## config.mk

```make
export PLATFORM = sky130hd
export DESIGN_NAME = spi_stream_slave
export DESIGN_NICKNAME = d
export VERILOG_FILES = /design/src/rtl/spi_stream_slave.sv
export SDC_FILE = /design/constraint.sdc
export NUM_CORES = 1
export LEC_CHECK = 0
export CAP_MARGIN = 5
export CORE_ASPECT_RATIO = 1.75
export CORE_MARGIN = 2
export CORE_UTILIZATION = 50
export DETAILED_ROUTE_END_ITERATION = 16
export PLACE_DENSITY = 0.64
export SLEW_MARGIN = 15
export SYNTH_ARGS = -nofsm -noshare
export SYNTH_HDL_FRONTEND = slang
export SYNTH_HIERARCHICAL = 1
export SYNTH_SLANG_ARGS = --single-unit
```

## constraint.sdc

```tcl
create_clock -name clk -period 3.05 [get_ports clk]
set_clock_uncertainty 0.2 [all_clocks]
set_input_delay 0.61 -clock clk [delete_from_list [all_inputs] [get_ports clk]]
set_output_delay 0.61 -clock clk [all_outputs]
set_load 0.05 [all_outputs]
```

## src/rtl/spi_stream_slave.sv

```systemverilog
// SPI data-plane slave: oversampled pins, configurable word width and mode,
// first-word-fall-through RX/TX FIFOs with sticky overflow/underflow flags.

module spi_stream_fifo #(
  parameter int unsigned DATA_W = 8,
  parameter int unsigned DEPTH  = 16,
  localparam int unsigned AW    = $clog2(DEPTH),
  localparam int unsigned PW    = AW + 1
) (
  input  logic              clk_i,
  input  logic              rst_i,
  input  logic              push_i,
  input  logic [DATA_W-1:0] data_i,
  input  logic              pop_i,
  output logic [DATA_W-1:0] data_o,
  output logic              empty_o,
  output logic              full_o,
  output logic [PW-1:0]     level_o
);
  logic [DATA_W-1:0] mem_q [DEPTH];
  logic [PW-1:0]     wr_ptr_q;
  logic [PW-1:0]     rd_ptr_q;

  // Pointer advance; the caller only pushes when space exists and pops when non-empty.
  always_ff @(posedge clk_i) begin
    if (rst_i) begin
      wr_ptr_q <= '0;
      rd_ptr_q <= '0;
    end else begin
      if (push_i) wr_ptr_q <= wr_ptr_q + 1'b1;
      if (pop_i)  rd_ptr_q <= rd_ptr_q + 1'b1;
    end
  end

  // Storage write.
  always_ff @(posedge clk_i) begin
    if (push_i) mem_q[wr_ptr_q[AW-1:0]] <= data_i;
  end

  assign empty_o = (wr_ptr_q == rd_ptr_q);
  assign full_o  = (wr_ptr_q[AW] != rd_ptr_q[AW]) &&
                   (wr_ptr_q[AW-1:0] == rd_ptr_q[AW-1:0]);
  assign level_o = wr_ptr_q - rd_ptr_q;
  // Head reads as zero when empty so the output is defined straight out of reset.
  assign data_o  = empty_o ? '0 : mem_q[rd_ptr_q[AW-1:0]];
endmodule

module spi_stream_slave #(
  parameter int unsigned        DATA_W     = 8,
  parameter int unsigned        FIFO_DEPTH = 16,
  parameter logic [DATA_W-1:0]  TX_FILL    = '0,
  localparam int unsigned       LW         = $clog2(FIFO_DEPTH + 1)
) (
  input  logic              clk,
  input  logic              rst,
  input  logic              spi_sclk,
  input  logic              spi_cs,
  input  logic              spi_mosi,
  output logic              spi_miso,
  input  logic              cfg_cpol,
  input  logic              cfg_cpha,
  output logic [DATA_W-1:0] rx_data,
  output logic              rx_valid,
  input  logic              rx_ready,
  input  logic [DATA_W-1:0] tx_data,
  input  logic              tx_valid,
  output logic              tx_ready,
  output logic [LW-1:0]     rx_level,
  output logic [LW-1:0]     tx_level,
  output logic              rx_overflow,
  output logic              tx_underflow,
  input  logic              clr_flags,
  output logic              frame_active
);
  localparam int unsigned CW = $clog2(DATA_W);
  localparam logic [CW-1:0] LAST_BIT = CW'(DATA_W - 1);

  typedef enum logic [1:0] {IDLE, LOAD, SHIFT} state_t;

  logic [2:0]        sclk_sync_q;
  logic [2:0]        cs_sync_q;
  logic [1:0]        mosi_sync_q;
  logic              cpol_q, cpha_q, armed_q;
  state_t            state_q;
  logic [CW-1:0]     bit_cnt_q;
  logic [DATA_W-2:0] rx_shift_q;
  logic [DATA_W-1:0] tx_shift_q;
  logic              miso_q;
  logic              rx_push_q;
  logic [DATA_W-1:0] rx_word_q;
  logic              frame_active_q;
  logic              rx_overflow_q, tx_underflow_q;

  logic sclk_rise, sclk_fall, cs_s, cs_fall, cs_rise, mosi_s;
  logic sample_edge, shift_edge;
  logic rx_full, rx_empty, rx_pop, rx_push_ok, rx_ovf_set;
  logic tx_full, tx_empty, tx_push, tx_pop, tx_unf_set;
  logic [DATA_W-1:0] tx_head, tx_word;

  // Two-flop synchronisers; the third sclk/cs stage is the edge-detect history.
  always_ff @(posedge clk) begin
    if (rst) begin
      sclk_sync_q <= '0;
      cs_sync_q   <= '0;
      mosi_sync_q <= '0;
    end else begin
      sclk_sync_q <= {sclk_sync_q[1:0], spi_sclk};
      cs_sync_q   <= {cs_sync_q[1:0], spi_cs};
      mosi_sync_q <= {mosi_sync_q[0], spi_mosi};
    end
  end

  assign sclk_rise = sclk_sync_q[1] & ~sclk_sync_q[2];
  assign sclk_fall = ~sclk_sync_q[1] & sclk_sync_q[2];
  assign cs_s      = cs_sync_q[1];
  assign cs_fall   = ~cs_sync_q[1] & cs_sync_q[2];
  assign cs_rise   = cs_sync_q[1] & ~cs_sync_q[2];
  assign mosi_s    = mosi_sync_q[1];

  // Mode follows cfg only while CS is idle; seeing CS idle also arms the block.
  always_ff @(posedge clk) begin
    if (rst) begin
      cpol_q  <= 1'b0;
      cpha_q  <= 1'b0;
      armed_q <= 1'b0;
    end else if (cs_s) begin
      cpol_q  <= cfg_cpol;
      cpha_q  <= cfg_cpha;
      armed_q <= 1'b1;
    end
  end

  // Modes 0 and 3 sample on rising SCLK, modes 1 and 2 on falling.
  assign sample_edge = (cpol_q ~^ cpha_q) ? sclk_rise : sclk_fall;
  assign shift_edge  = (cpol_q ~^ cpha_q) ? sclk_fall : sclk_rise;

  assign tx_pop     = (state_q == LOAD) && !cs_rise && !tx_empty;
  assign tx_unf_set = (state_q == LOAD) && !cs_rise && tx_empty;
  assign tx_word    = tx_empty ? TX_FILL : tx_head;

  // Frame FSM: word load, bit shifting, RX word hand-off and MISO drive.
  always_ff @(posedge clk) begin
    if (rst) begin
      state_q        <= IDLE;
      bit_cnt_q      <= '0;
      rx_shift_q     <= '0;
      tx_shift_q     <= '0;
      miso_q         <= 1'b0;
      rx_push_q      <= 1'b0;
      rx_word_q      <= '0;
      frame_active_q <= 1'b0;
    end else begin
      rx_push_q      <= 1'b0;
      frame_active_q <= armed_q & ~cs_s;
      if (cs_rise) begin
        state_q   <= IDLE;
        bit_cnt_q <= '0;
        miso_q    <= 1'b0;
      end else begin
        unique case (state_q)
          IDLE: begin
            miso_q <= 1'b0;
            if (cs_fall && armed_q) state_q <= LOAD;
          end
          LOAD: begin
            bit_cnt_q <= '0;
            if (cpha_q) begin
              tx_shift_q <= tx_word;
            end else begin
              miso_q     <= tx_word[DATA_W-1];
              tx_shift_q <= tx_word << 1;
            end
            state_q <= SHIFT;
          end
          SHIFT: begin
            if (sample_edge) begin
              rx_shift_q <= {rx_shift_q[DATA_W-3:0], mosi_s};
              if (bit_cnt_q == LAST_BIT) begin
                rx_push_q <= 1'b1;
                rx_word_q <= {rx_shift_q, mosi_s};
                state_q   <= LOAD;
              end else begin
                bit_cnt_q <= bit_cnt_q + 1'b1;
              end
            end
            // With CPHA=0 the MSB already left in LOAD, so the trailing edge that
            // closes the previous word (counter back at 0) must not advance.
            if (shift_edge && (cpha_q || bit_cnt_q != '0)) begin
              miso_q     <= tx_shift_q[DATA_W-1];
              tx_shift_q <= tx_shift_q << 1;
            end
          end
          default: state_q <= IDLE;
        endcase
      end
    end
  end

  assign rx_pop     = rx_ready && !rx_empty;
  assign rx_push_ok = rx_push_q && (!rx_full || rx_pop);
  assign rx_ovf_set = rx_push_q && rx_full && !rx_pop;
  assign tx_push    = tx_valid && !tx_full;

  // Sticky error flags; a new event wins over a simultaneous clear.
  always_ff @(posedge clk) begin
    if (rst) begin
      rx_overflow_q  <= 1'b0;
      tx_underflow_q <= 1'b0;
    end else begin
      rx_overflow_q  <= (rx_overflow_q && !clr_flags) || rx_ovf_set;
      tx_underflow_q <= (tx_underflow_q && !clr_flags) || tx_unf_set;
    end
  end

  spi_stream_fifo #(.DATA_W(DATA_W), .DEPTH(FIFO_DEPTH)) u_rx_fifo (
    .clk_i   (clk),
    .rst_i   (rst),
    .push_i  (rx_push_ok),
    .data_i  (rx_word_q),
    .pop_i   (rx_pop),
    .data_o  (rx_data),
    .empty_o (rx_empty),
    .full_o  (rx_full),
    .level_o (rx_level)
  );

  spi_stream_fifo #(.DATA_W(DATA_W), .DEPTH(FIFO_DEPTH)) u_tx_fifo (
    .clk_i   (clk),
    .rst_i   (rst),
    .push_i  (tx_push),
    .data_i  (tx_data),
    .pop_i   (tx_pop),
    .data_o  (tx_head),
    .empty_o (tx_empty),
    .full_o  (tx_full),
    .level_o (tx_level)
  );

  assign spi_miso     = miso_q;
  assign rx_valid     = !rx_empty;
  assign tx_ready     = !tx_full;
  assign rx_overflow  = rx_overflow_q;
  assign tx_underflow = tx_underflow_q;
  assign frame_active = frame_active_q;
endmodule
```

== Yosys cells after proc, flatten, opt, wreduce, memory -nomap -nowiden ==
Memory sizes are Yosys's and may differ from the RTL's. A register that Yosys moved wholly into a read port is not among the register bits.
Cells that the tools add are included.
Cells by class
  add/sub/neg operators: 7
  multipliers: 0
  div/mod/pow operators: 0
  magnitude comparators: 0
  equal/unequal tests: 15
  shift-type cells: 0
  multiplexer cells: 26
  bitwise logic cells: 13
  reduce and logical (&&, ||, !) cells: 37
Operators with widths (count)
  2-to-1 mux 8 bit: 4
  adder 5 x 1 -> 5 bit, second input constant: 4
  2-to-1 mux 4 bit: 4
  case mux 8 bit (2 select lines): 1
  AND reduction 3 bit: 5
  logical AND 1 bit: 14
  inequality test 2 bit, second input constant: 6
  == test 5 bit: 2
  subtractor 5 bit: 2
  2-to-1 mux 1 bit: 9
  == test 4 bit: 2
  logical NOT 1 bit: 7
  inverter 1 bit: 7
  2-to-1 mux 2 bit: 3
  2-to-1 mux 3 bit: 2
  case mux 2 bit (3 select lines): 1
  case mux 3 bit (2 select lines): 1
  nonzero test 3 bit: 2
  bitwise AND 1 bit: 5
  logical OR 1 bit: 4
  AND reduction 4 bit: 1
  OR reduction 4 bit: 1
  adder 3 x 1 -> 3 bit, second input constant: 1
  == test 3 bit, second input constant: 1
  other kinds (8): 9
Storage, ports and cells
  register bits after elaboration: 64
  bits in latches: 0
  RAM bits: 256
  ROM bits: 0
  input bits: 18
  output and inout port bits: 24
  logic and storage cells: 120
  memories kept: 2
Memories
  u_rx_fifo.mem_q: depth 16, width 8, rd ports 1, clocked after Yosys merged registers in 1, write ports 1, RTL line 20  | logic [DATA_W-1:0] mem_q [DEPTH];
  u_tx_fifo.mem_q: depth 16, width 8, rd ports 1, clocked after Yosys merged registers in 1, write ports 1, RTL line 20

== Depth between registers and ports, before layout ==
  word-level depth: 7
  mapped depth: 12
  gate-level depth less buffers: 11

== By module ==
The synthesis kept the hierarchy.
By module, submodules not included
  spi_stream_fifo: instances 2, cells an instance 297, area each 5758.0 um2, sequential area each 4124.0 um2
  spi_stream_slave: instances 1, cells an instance 223, area each 2190.9 um2, sequential area each 880.8 um2

== Least setup slack after synthesis ==
OpenSTA, ideal clock, no wires.
  path kind: register to output
  start: register with a tool-made name
  end: output port rx_data[5]
  data arrival time: 2290 ps
  required time: 2240 ps
  path slack: -50 ps
  cell stages (with the launch flop): 7
  buffers on the path: 3
  cell sequence: dfxtp_1 > buf_6 > buf_4 > buf_2 > mux4_2 > mux2i_1 > a211oi_1
RTL lines
  end, declared: RTL line 62  | output logic [DATA_W-1:0] rx_data,

==> summary.txt <==
Synthesis
  • Most frequent cell after synthesis: edfxtp_1
  • Post-Syn Area per Cell: 16.8 um2
  • Post-synth EDFFs: ~260
  • Ys Warns: 6
  • Syn Std Cell Area: about 14,000 um2
  • Fraction of registers with async set/reset: 0
  • Syn nets: ~860
  • Most frequent cells after synthesis: edfxtp_1 (256), dfxtp_1 (72), mux4_2 (46)
  • Register area share after synthesis: 0.666
  • Synth top area cells: edfxtp_1 (56%), dfxtp_1 (11%), mux4_2 (7.6%)
  • Top FF cell, synth: edfxtp_1
  • Synth Instances: approximately 820
  • Synth area leader: edfxtp_1
  • Yosys reg bits: between 300 and 400
  • Top cell type's share of synthesized area: 0.561
  • Synth unique cells: 53

Hold path
  • Hold path startpoint: sclk_sync_q[0]$_SDFF_PP0_
  • Worst hold path type: register to register

Finish
  • Post-route cell area: between 15,000 and 20,000 um2
  • N_diodes: 0
  • Area occupied by multi-input gates: 4350 um2
  • Fillers: 2,076
  • Nets: 935
  • P&R area growth vs syn: 15.8%
  • Register area: about 9000 um2
  • Fraction of final layout cells sized beyond drive strength 1: 0.233

Setup path
  • Critical Path AT: 2.32 ns
  • Critical Path Max Stage Delay: 0.48 ns
  • Reg2reg start: u_rx_fifo/rd_ptr_q[2]$_SDFFE_PP0P_
  • Most used cell, CP: a211oi_2
  • Required @ worst endpoint: 2.24 ns
  • CP endpoint kind: output pin
  • Reg2reg setup slack: between 0.15 and 0.2 ns
  • Slowest-stage cell, CP: mux4_2
  • Critical path type: register to output pin
  • Critical path cell sequence: buf_12 -> buf_4 -> mux4_2 -> nor2b_1 -> a211oi_2 -> a211oi_2 -> buf_6
  • Type of origin of the critical path: register
  • Max FO, Critical Path: 5

Drt
  • 1st-iter DRT viols: between 300 and 400
  • Drt pass-1 iters: 4
  • Post-Route WL: about 29 mm
  • Via count: roughly 7,100
  • Final ANT Viol Nets: 0
  • Number of remaining DRC errors: 0
  • Wire length per cell: 22.5 um
  • Per-cell via count in the routed design: 5.56

Run status
  • Outcome: complete, but fails checks
  • Violated checks: negative setup slack

Clock tree
  • CTS tree: built
  • Clock sink total: between 300 and 400
  • Post-CTS Hold Buffers: 0
  • Worst-Skew Late Latency: around 0.55 ns
  • Clock buffer depth: 3
  • TritonCTS Buffers: 29
  • Root Buffer: clkbuf_16
  • CTS clk-pin slew, worst paths: ~0.07 ns
  • Htree depth: 1

Placement
  • Setup WS pre-CTS: roughly 0.13 ns
  • IO buf count: 41
  • GP Congestion: ~0.80
  • DP HPWL: between 20 and 25 mm
  • Dpl cell area: between 10,000 and 15,000 um2

Floorplan
  • Core area: 27,100 um2
  • Die W: ~130 um
  • # rows: 80
  • Die ar.: between 20,000 and 30,000 um2
  • Io pins: 42
  • Overall die height: 223 um
  • Initial Util: 0.505

GRT
  • Antenna violations before repair: 0
  • Gr ovfl total: 0
  • First-pass GRT wire length: roughly 45 mm
  • Vias in the first global route: 7,736
  • GRT Total Usage: 0.208
  • Pin count of the biggest net entering global routing: 36

STA
  • Worst-margin pin slew: 0.858 ns
  • # setup viols final: 7
  • Setup TNS Final: -0.355 ns
  • Post-route minimum period: roughly 3.1 ns
  • Fmax: ~320 MHz
  • Setup ws final: -0.0776 ns
  • Slew Limit Fails: 0
  • Fin crit share: 1.03
  • Unrepaired setup endpoints after global routing: yes
  • Max_slew headroom: 0.427
  • Final hold viol count: 0
  • Hold slack: 0.246 ns

Run
  • Max-cap viol count: 0

Power
  • Max IR drop VDD: between 0.0004 and 0.0005 V
  • Tot Pwr: 8800 uW
  • Cell area power density: about 550 nW/um2
  • Pleak: 0.00546 uW
[routing by layer]
| metal | vias to the layer above | share of wire | wire [um] | GRT usage |
|---|---|---|---|---|
| li1 | 3285 | - | - | - |
| met4 | 0 | 0.037 | 1060 | 0.0838 |
| met5 | - | 0 | 0 | 0 |
| met3 | 54 | 0.029 | 835 | 0.0266 |
| met1 | 3632 | 0.35 | 9970 | 0.214 |
| met2 | 144 | 0.59 | 16900 | 0.409 |
[final timing paths]
kind | to | depth (start not counted)
setup / recovery | rx_data[0] | 7
hold reg to reg | sclk_sync_q[1]$_SDFF_PP0_ | 1
hold / removal | sclk_sync_q[1]$_SDFF_PP0_ | 1
setup reg to reg | u_rx_fifo/mem_q[1][4]$_DFFE_PP_ | 10
[layout by cell type (no fill, tap or decap), types with 4 or more instances in the layout]
master and instances:
nor2_1 44, inv_1 23, clkbuf_1 9, buf_6 6
xor2_1 8, a211oi_1 18, xnor2_1 16, clkinv_1 4
nand2_1 16, mux2_2 11, clkbuf_16 29, a22oi_1 7
buf_12 10, nand4_1 12, a21o_1 4, nor2b_1 29
edfxtp_1 256, bufinv_16 4, nor2b_4 5, nor3b_1 5
nand2b_1 22, mux4_2 55, mux4_1 9, dfxtp_4 5
dfxtp_1 66, mux2_4 6, and2_1 33, buf_4 39
clkdlybuf4s50_1 22, mux2i_1 40, a211oi_2 14, ha_1 24
[registers in the layout (all words and copies together), names as in the netlist, 2 cells and up, named ones only]
| register | count |
|---|---|
| rx_shift_q | 7 |
| u_tx_fifo/mem_q | 128 |
| u_tx_fifo/wr_ptr_q | 5 |
| mosi_sync_q | 2 |
| cs_sync_q | 3 |
| u_rx_fifo/wr_ptr_q | 5 |
| u_rx_fifo/rd_ptr_q | 5 |
| u_tx_fifo/rd_ptr_q | 5 |
| rx_word_q | 8 |
| bit_cnt_q | 3 |
| sclk_sync_q | 3 |
| tx_shift_q | 8 |
| u_rx_fifo/mem_q | 128 |
| state_q | 2 |
[repair_timing]
action,4_1_cts,5_1_grt
setup endpoints to repair,14,44
setup buffers,8,6
gates cloned,2,0
gates resized for setup,63,7
pin swaps,23,14
[kinds of logic (layout without fill, tap and decap cells)]
kind of cell               count (synthesis)  after routing  share of synthesized area
muxes                                    121            121                      0.155
DFF                                      328            328                      0.666
xor gates and xnor gates                  25             25                     0.0160
AOI/OAI and AO/OA                         63             63                     0.0348
buffers and inverters                     67            161                     0.0256
adders and majority gates                 28             28                     0.0267
and+or+nand+nor                          185            185                     0.0761
[where the power goes]
group	leakage [uW]	internal, uW	switching (uW)
Combinational	0.00185	128	185
Sequential	0.00316	4810	15.8
Clock	0.000456	2120	1540
[final cells by class]
type / instances / share of cell area
inverters: 27 / 0.00686
well taps: 369 / 0.0291
flip-flops and latches: 328 / 0.577
repair buffers: 81 / 0.0536
clock inverters: 14 / 0.0111
clock buffers: 39 / 0.0487
multi-input cells: 422 / 0.274
[per-stage QoR]
stage / util / std cells
finish: 0.585 / 1280
global route: 0.585 / 1280
CTS: 0.583 / 1275
detailed placement: 0.537 / 1212
global placement: 0.537 / 1212
floorplan: - / 817
[worst max-delay path: cells and delay by family, from the launching register on]
family | cells | cell delay [ns]
AOI/OAI and AO/OA | 2 | 0.32
buffers and inverters | 3 | 0.44
DFF | 1 | 0.38
muxes | 1 | 0.48
and+or+nand+nor | 1 | 0.16
Power figures use the tool's default switching activity.
